`config.mk`:
```
export PLATFORM = sky130hd
export DESIGN_NAME = sd_cmd_arbiter
export DESIGN_NICKNAME = d
export VERILOG_FILES = /design/src/rtl/sd_cmd_arb_pkg.sv /design/src/rtl/sd_cmd_wdog.sv /design/src/rtl/sd_cmd_arbiter.sv
export SDC_FILE = /design/constraint.sdc
export NUM_CORES = 1
export LEC_CHECK = 0
export BUFFER_PORTS_ARGS = -buffer_cell sky130_fd_sc_hd__buf_4
export CAP_MARGIN = 10
export CORE_MARGIN = 5
export CORE_UTILIZATION = 49
export DETAILED_ROUTE_END_ITERATION = 10
export GPL_ROUTABILITY_DRIVEN = 0
export PLACE_DENSITY_LB_ADDON = 0.12
export SETUP_SLACK_MARGIN = 0.15
export SYNTH_ARGS = -nofsm -noshare
export SYNTH_HDL_FRONTEND = slang
export SYNTH_HIERARCHICAL = 1
export SYNTH_SLANG_ARGS = --single-unit
```
`constraint.sdc`:
```
create_clock -name CLK_PAD_IO -period 3.2 [get_ports CLK_PAD_IO]
set_input_delay 0.16 -clock CLK_PAD_IO [delete_from_list [all_inputs] [get_ports CLK_PAD_IO]]
set_output_delay 0.16 -clock CLK_PAD_IO [all_outputs]
set_load 0.005 [all_outputs]
```
`src/rtl/sd_cmd_arb_pkg.sv`:
```
// sd_cmd_arb_pkg: shared types and defaults for the SD command arbiter
package sd_cmd_arb_pkg;
    typedef enum logic [2:0] {IDLE, ISSUE, WAIT, CLEAR, DRAIN} state_t;
    typedef enum logic {OWN_HST = 1'b0, OWN_DAT = 1'b1} owner_t;
    localparam logic [15:0] WDOG_LIMIT_DEF = 16'hFFFF;
endpackage

```
`src/rtl/sd_cmd_wdog.sv`:
```
// sd_cmd_wdog: saturating grant-to-completion watchdog
//   i_clk/i_rst : clock, async active-high reset
//   i_clr       : grant strobe, restarts the count
//   i_en        : count this cycle (command in flight)
//   o_expired   : the current cycle is the last one allowed
module sd_cmd_wdog #(
    parameter int W = 16,
    parameter logic [W-1:0] LIMIT = '1
) (
    input  logic i_clk,
    input  logic i_rst,
    input  logic i_clr,
    input  logic i_en,
    output logic o_expired
);
    logic [W-1:0] r_cnt;
    // The grant cycle is counted as elapsed cycle 1, so r_cnt equals cycles since
    // grant; expiry fires on the cycle whose increment reaches LIMIT, landing the
    // error pulse exactly LIMIT cycles after grant.
    always_ff @(posedge i_clk or posedge i_rst) begin
        if (i_rst)
            r_cnt <= '0;
        else if (i_clr)
            r_cnt <= W'(1);
        else if (i_en && r_cnt < LIMIT)
            r_cnt <= r_cnt + W'(1);
    end
    assign o_expired = ({1'b0, r_cnt} + (W+1)'(1)) >= {1'b0, LIMIT};
endmodule

```
`src/rtl/sd_cmd_arbiter.sv`:
```
// sd_cmd_arbiter: shares sd_cmd_master between host register path and data engine
//   CLK_PAD_IO/RST_PAD_I          : clock, async active-high reset
//   card_detect                   : arbitration/abort gate
//   hst_* / dat_*                 : requester level request, arg, cmdset, done/err pulse
//   New_CMD/ARG_REG/CMD_SET_REG   : command issue to the master
//   cmd_busy/cmd_done/cmd_err     : master status
//   NORMAL_INT_RST/ERR_INT_RST    : master status clear strobes
//   owner                         : current or last grant (0 host, 1 data)
module sd_cmd_arbiter
    import sd_cmd_arb_pkg::*;
#(
    parameter int ARG_W = 32,
    parameter int CMDSET_W = 14,
    parameter int WDOG_W = 16,
    parameter logic [WDOG_W-1:0] WDOG_LIMIT = WDOG_W'(WDOG_LIMIT_DEF)
) (
    input  logic                CLK_PAD_IO,
    input  logic                RST_PAD_I,
    input  logic                card_detect,
    input  logic                hst_req,
    input  logic [ARG_W-1:0]    hst_arg,
    input  logic [CMDSET_W-1:0] hst_cmdset,
    output logic                hst_done,
    output logic                hst_err,
    input  logic                dat_req,
    input  logic [ARG_W-1:0]    dat_arg,
    input  logic [CMDSET_W-1:0] dat_cmdset,
    output logic                dat_done,
    output logic                dat_err,
    output logic                New_CMD,
    output logic [ARG_W-1:0]    ARG_REG,
    output logic [CMDSET_W-1:0] CMD_SET_REG,
    input  logic                cmd_busy,
    input  logic                cmd_done,
    input  logic                cmd_err,
    output logic                NORMAL_INT_RST,
    output logic                ERR_INT_RST,
    output logic                owner
);
    state_t              r_state, w_next;
    owner_t              r_owner, r_last;
    logic [ARG_W-1:0]    r_arg;
    logic [CMDSET_W-1:0] r_cset;
    logic                r_err, w_err_next;
    logic                w_grant, w_gnt_dat, w_wdog_en, w_wdog_exp, w_abort;

    // Data wins only when host is idle or host held the last grant.
    assign w_gnt_dat = dat_req && (!hst_req || r_last == OWN_HST);
    assign w_abort   = !card_detect || w_wdog_exp;

    sd_cmd_wdog #(.W(WDOG_W), .LIMIT(WDOG_LIMIT)) u_wdog (
        .i_clk    (CLK_PAD_IO),
        .i_rst    (RST_PAD_I),
        .i_clr    (w_grant),
        .i_en     (w_wdog_en),
        .o_expired(w_wdog_exp)
    );

    always_ff @(posedge CLK_PAD_IO or posedge RST_PAD_I) begin
        if (RST_PAD_I) begin
            r_state <= IDLE;
            r_err   <= 1'b0;
        end else begin
            r_state <= w_next;
            r_err   <= w_err_next;
        end
    end

    always_ff @(posedge CLK_PAD_IO or posedge RST_PAD_I) begin
        if (RST_PAD_I) begin
            r_owner <= OWN_HST;
            r_last  <= OWN_DAT;
            r_arg   <= '0;
            r_cset  <= '0;
        end else if (w_grant) begin
            r_owner <= w_gnt_dat ? OWN_DAT : OWN_HST;
            r_last  <= w_gnt_dat ? OWN_DAT : OWN_HST;
            r_arg   <= w_gnt_dat ? dat_arg : hst_arg;
            r_cset  <= w_gnt_dat ? dat_cmdset : hst_cmdset;
        end
    end

    always_comb begin
        w_next         = r_state;
        w_err_next     = r_err;
        w_grant        = 1'b0;
        w_wdog_en      = 1'b0;
        New_CMD        = 1'b0;
        hst_done       = 1'b0;
        dat_done       = 1'b0;
        hst_err        = 1'b0;
        dat_err        = 1'b0;
        NORMAL_INT_RST = 1'b0;
        ERR_INT_RST    = 1'b0;
        case (r_state)
            IDLE: begin
                w_grant = card_detect && (hst_req || dat_req);
                w_next  = w_grant ? ISSUE : IDLE;
            end
            ISSUE: begin
                w_wdog_en  = 1'b1;
                New_CMD    = !w_abort;
                w_next     = w_abort ? CLEAR : (cmd_busy ? WAIT : ISSUE);
                w_err_next = 1'b1;
            end
            WAIT: begin
                w_wdog_en  = 1'b1;
                w_next     = (w_abort || cmd_err || cmd_done) ? CLEAR : WAIT;
                w_err_next = w_abort || cmd_err;
            end
            CLEAR: begin
                NORMAL_INT_RST = 1'b1;
                ERR_INT_RST    = r_err;
                hst_done       = (r_owner == OWN_HST);
                dat_done       = (r_owner == OWN_DAT);
                hst_err        = (r_owner == OWN_HST) && r_err;
                dat_err        = (r_owner == OWN_DAT) && r_err;
                w_next         = DRAIN;
            end
            DRAIN: w_next = cmd_busy ? DRAIN : IDLE;
            default: w_next = IDLE;
        endcase
    end

    assign ARG_REG     = r_arg;
    assign CMD_SET_REG = r_cset;
    assign owner       = r_owner;
endmodule

```
# --- Yosys cells after proc, flatten, opt, wreduce, memory -nomap -nowiden ---
# Cells that the tools add are included.
op_classes:
  addsub: 2
  n_mul: 0
  div_mod_pow: 0
  order_cmp: 2
  eq_ne: 4
  n_shift: 0
  muxes: 21
  n_bitwise: 2
  reduce_logical: 17
op_table:
  columns: ["cell", "count"]
  rows:
  - ["$mux 16", 2]
  - ["$mux 32", 1]
  - ["$add 16x1->17 const B", 1]
  - ["$ge 17x16->1 const B", 1]
  - ["$add 16x1->16 const B", 1]
  - ["$lt 16x16->1 const B", 1]
  - ["$pmux 3 s5", 1]
  - ["$mux 14", 1]
  - ["$mux 1", 12]
  - ["$eq 3x2->1 const B", 2]
  - ["$logic_and 1x1->1", 5]
  - ["$logic_or 1x1->1", 5]
  - ["$mux 2", 2]
  - ["$reduce_bool 2->1", 2]
  - ["$eq 3x1->1 const B", 1]
  - ["$eq 3x3->1 const B", 1]
  - ["$logic_not 1->1", 3]
  - ["$logic_not 3->1", 1]
  - ["$mux 3", 1]
  - ["$not 1->1", 2]
  - ["$pmux 1 s2", 1]
  - ["$reduce_or 2->1", 1]
word_totals:
  regBits: 68
  latch_bits: 0
  ramBits: 0
  romBits: 0
  out_inout_bits: 54
  elab_cells: 55
  n_memories: 0

# --- Longest topological paths before layout ---
logic_depth:
  ltp_word: 7
  depth_mapped: 11
  ltp_nobuf: 10

# --- Hierarchy ---
# Netlist, hierarchy kept.
modules_own_cells:
  columns: ["module", "instances", "cells_per_inst", "area_per_inst_um2", "seq_area_each_um2"]
  rows:
  - ["sd_cmd_arbiter", 1, 186, 2695.1, 1302.5]
  - ["sd_cmd_wdog", 1, 128, 1112.3, 400.4]

# --- Worst setup path before layout ---
# Ideal clock, no wire load.
synth_path:
  path_kind: "register -> register"
  start: "reg u_wdog.r_cnt[3]"
  end: "reg r_err"
  setup_time_ns: 0.131
  arrival_time_ns: 2.203
  path_slack_ns: 0.866
  path_stages_with_launch: 11
  path_buffers: 2
  synth_period_minus_slack_ns: 2.334
  path_cell_list: "dfrtp_1 -> buf_2 -> nand4_4 -> or4_1 -> buf_2 -> o21ba_1 -> o2111ai_1 -> o32ai_1 -> nand2b_1 -> o41ai_1 -> a2bb2oi_1"
synth_between:
  elab_chain_cells: 5
synth_rtl:
  columns: ["item", "line_no", "text"]
  rows:
  - ["from (decl)", "sd_cmd_wdog.sv:16", "logic [W-1:0] r_cnt;"]
  - ["from (signal assigned)", "sd_cmd_wdog.sv:26", "r_cnt <= r_cnt + W'(1);"]
  - ["$add 16x1->17", "sd_cmd_wdog.sv:28", "assign o_expired = ({1'b0, r_cnt} + (W+1)'(1)) >= {1'b0, LIMIT};"]
  - ["$ge 17x16->1", "sd_cmd_wdog.sv:28", null]
  - ["net w_wdog_exp", "sd_cmd_arbiter.sv:45", "logic w_grant, w_gnt_dat, w_wdog_en, w_wdog_exp, w_abort;"]
  - ["$logic_or 1x1->1", "sd_cmd_arbiter.sv:49", "assign w_abort = !card_detect || w_wdog_exp;"]
  - ["$logic_or 1x1->1", "sd_cmd_arbiter.sv:109", "w_err_next = w_abort || cmd_err;"]
  - ["$pmux 1 s2", "sd_cmd_arbiter.sv:95", "case (r_state)"]
  - ["to (signal assigned)", "sd_cmd_arbiter.sv:65", "r_err <= w_err_next;"]
  - ["to (decl)", "sd_cmd_arbiter.sv:44", "logic r_err, w_err_next;"]
# The timed path passes the listed nets, and every way through them passes these cells.
# A chain may end at the register's enable or synchronous reset.

# --- Worst setup path after layout ---
layout_path:
  start: "reg u_wdog.r_cnt[0]"
  end: "out New_CMD"
layout_between:
  elab_chain_cells: 5
layout_rtl:
  columns: ["item", "line_no", "text"]
  rows:
  - ["$add 16x1->17", "sd_cmd_wdog.sv:28", null]
  - ["$ge 17x16->1", "sd_cmd_wdog.sv:28", null]
  - ["net w_wdog_exp", "sd_cmd_arbiter.sv:45", null]
  - ["$logic_or 1x1->1", "sd_cmd_arbiter.sv:49", null]
  - ["$logic_not 1->1", "sd_cmd_arbiter.sv:102", "New_CMD = !w_abort;"]
  - ["$mux 1", "sd_cmd_arbiter.sv:95", null]
  - ["to (decl)", "sd_cmd_arbiter.sv:30", "output logic New_CMD,"]
# The timed path passes the listed nets, and every way through them passes these cells.

==> summary.txt <==
Floorplan
  • Die Ht: 98.2 um
  • Rows: 32
  • Core Area: 7650 um2
  • Die Area: 9630 um2
  • Die width: 98.2 um
  • Ports: 154
  • Initial core utilization: 0.498

Worst setup path
  • Slowest cell delay on critical path: 0.52 ns
  • R2r endpoint: r_err$_DFFE_PP0P_
  • CP Launch Point: u_wdog/r_cnt[0]$_DFFE_PP0P_
  • R2R Setup Slk: 0.75 ns
  • Nature of the critical path endpoint: primary output
  • Worst r2r src: u_wdog/r_cnt[0]$_DFFE_PP0P_
  • Critical Path AT: 2.69 ns
  • Worst-path fanout max: 11
  • Crit start category: register
  • Setup CP Type: reg2out
  • Critical Path RT: 3.04 ns
  • Slowest-stage cell, CP: or4_1
  • R2R depth: 8
  • CP cell instances: ha_2 > or4_1 > a21boi_0 > o21ai_0 > o32ai_1 > nand2b_1 > nor3_1 > buf_4

Placed design
  • Placed cell areas: 5020 um2
  • IO buf count: 153
  • Place WS: 0.595 ns
  • DP HPWL: 6590 um

Timing
  • Worst-margin pin slew: 0.706 ns
  • Hold Fails Final Rpt: 0
  • Worst Setup Slack, final: 0.354 ns
  • Setup repair after global routing missed its margin: no
  • Setup-failing EPs final: 0
  • Max Clk Rate: 351 MHz
  • Max Slew Vio Count: 0
  • Post-route minimum period: 2.85 ns
  • Setup Skew: 0.00640 ns
  • Slew margin rel.: 0.526
  • Setup TNS: 0 ns
  • Crit share post-route: 0.889

Clocking
  • TritonCTS clock tree: done
  • Root Buffer: clkbuf_8
  • Post-CTS setup buffer count: 0
  • CTS Buffer Depth: 2
  • Skew-Pair Late Insertion Delay: 0.34 ns
  • CTS Buf Count: 9
  • Clock slew at reported path FFs: 0.07 ns
  • Clock Sinks: 68
  • H-tree depth: 3

GRT
  • Initial antenna violation count: 0
  • Via count of the first global-routing pass: 3,091
  • Gr usage total: 0.183
  • First-pass GRT wire length: 14,500 um
  • Largest net degree at the start of global routing: 53
  • Grt total ovfl: 0

Synthesis
  • Post-synthesis async set-or-reset flop share: 1.00
  • Register area share after synthesis: 0.447
  • Ys flop type: dfrtp_1
  • Synth Warn #: 6
  • Syn avg cell area: 12.1 um2
  • Yosys reg bits: 68
  • Mapped cell area: 3810 um2
  • Netlist cell types: 52
  • Synth Instances: 314
  • Post-synth EDFFs: 0
  • Synthesized net count: 416

Finish
  • Multi-input gate area: 1980 um2
  • Storage element area: 1710 um2
  • Fin nets: 566
  • Ratio of cells with drive above 1 in the final layout: 0.597
  • N_diodes: 0
  • Final Cell Area: 5270 um2
  • Final core occ: 0.690
  • Area growth from synthesis to layout: 38.5%
  • Fill cell count: 586

Power and ir drop
  • VDD IR max: 0.388 mV
  • PD cells: 743 nW/um2
  • Pleak: 2.41 nW

Routing
  • Post-Route WL: 8730 um
  • Post-route ant nets: 0
  • Via Count: 2,962
  • Drt drc: 0
  • Drt first pass iters: 4
  • Post-DR vias/cell: 5.19
  • Initial DRC Count: 166
  • Mean routed wirelength per cell: 15.3 um

Job
  • Max-Cap Viols: 0

Hold path
  • Hold Path Depth: 2
  • WHS Endpoint: r_state[2]$_DFF_PP0_
  • HP Start: cmd_busy
  • Worst Hold Class: in2reg

Outcome
  • Status: finished clean
==> cell usage after synthesis (all sizes together), types with 2 or more instances <==
library cell | count | area share
dfrtp | 67 | 0.44
nor3 | 4 | 0.0066
nor4 | 2 | 0.0033
or4 | 2 | 0.0039
nand4 | 7 | 0.015
o2111ai | 2 | 0.0046
a21oi | 8 | 0.011
ha | 2 | 0.0066
mux2 | 94 | 0.30
clkbuf | 6 | 0.0062
nand2b | 6 | 0.0099
a211oi | 5 | 0.0099
nand3 | 5 | 0.0066
and2 | 3 | 0.0049
nand2 | 9 | 0.0089
a21boi | 3 | 0.0059
nor2b | 4 | 0.0066
nor2 | 23 | 0.023
and3 | 3 | 0.0049
or3 | 3 | 0.0049
o21ai | 3 | 0.0039
xnor2 | 9 | 0.021
xor2 | 6 | 0.014
buf | 13 | 0.025
inv | 7 | 0.0069
==> state kept, by name, indices dropped and copies added, names as in the netlist <==
signal and flops:
ARG_REG 32, u_wdog/r_cnt 16, r_state 3, r_err 1, r_last 1, CMD_SET_REG 14
owner 1
==> where the power goes <==
part | internal (W) | total [W] | switching, W
Combinational | 0.00105 | 0.00169 | 0.000645
Sequential | 0.00123 | 0.00150 | 0.000263
Clock | 0.000404 | 0.000728 | 0.000324
Total | 0.00269 | 0.00392 | 0.00123
==> worst max-delay path by stage <==
stage	slack (ns)	end
after floorplan	0.87	r_err$_DFFE_PP0P_
after global placement	0.67	New_CMD
after detailed placement	0.59	New_CMD
after CTS	0.20	New_CMD
after global routing	0.20	New_CMD
final	0.35	New_CMD
==> routing by layer <==
metal | GRT usage | share of wire | vias up
met4 | 0.0368 | 0.0094 | 0
met5 | 0 | 0 | -
met1 | 0.216 | 0.39 | 1413
met3 | 0.0764 | 0.081 | 10
li1 | - | - | 1436
met2 | 0.315 | 0.52 | 103
==> logic make-up after synthesis <==
family	share of synthesized area
AO/OA/AOI/OAI	0.0693
XOR/XNOR	0.0345
adder cells (fa/ha/maj)	0.00657
buffers and inverters	0.0384
flip-flops	0.447
multiplexers	0.296
AND/OR/NAND/NOR	0.108
==> worst max-delay path, delay by kind of cell, from the launching register on <==
kind                     cells  cell delay [ns]
AND/OR/NAND/NOR              3             0.78
AO/OA/AOI/OAI                3             0.64
flip-flops                   1             0.48
adder cells (fa/ha/maj)      1             0.31
buffers and inverters        1             0.14
==> placed cells by master (no fill, tap or decap), drive strengths merged, types with 2 or more instances in the layout <==
cell	Yosys	layout
nor2	23	23
nand2	9	9
nand3	5	5
ha	2	2
xor2	6	6
o21ai	3	3
a21oi	8	8
a21boi	3	3
nand2b	6	6
clkinv	0	3
nor4	2	2
o2111ai	2	2
nand4	7	7
and2	3	3
clkbuf	6	11
dfrtp	67	67
or3	3	3
or4	2	2
mux2	94	94
nor2b	4	4
xnor2	9	9
a211oi	5	5
inv	7	7
and3	3	3
nor3	4	4
buf	13	157
==> stage by stage <==
step,hold slack [ns],power [W],cells
6_report,0.100,0.00392,571
5_1_grt,0.0910,0.00421,571
4_1_cts,0.0818,0.00397,570
3_5_place_dp,0.296,0.00322,553
3_3_place_gp,0.280,0.00318,553
2_1_floorplan,0.0737,0.00243,314
==> repair_timing <==
item,in CTS,in global routing
setup endpoints to repair,0,1
hold buffers,1,0
hold endpoints to repair,16,0
resized for setup,0,4
==> area by class of cell <==
class                           instances  area share
Multi-Input combinational cell        220       0.375
Sequential cell                        68       0.323
Timing Repair Buffer                  158       0.233
Clock buffer                           11      0.0287
Tap cell                              102      0.0242
Clock inverter                          5      0.0114
Inverter                                7     0.00498
(Power assumes the default switching activity.)
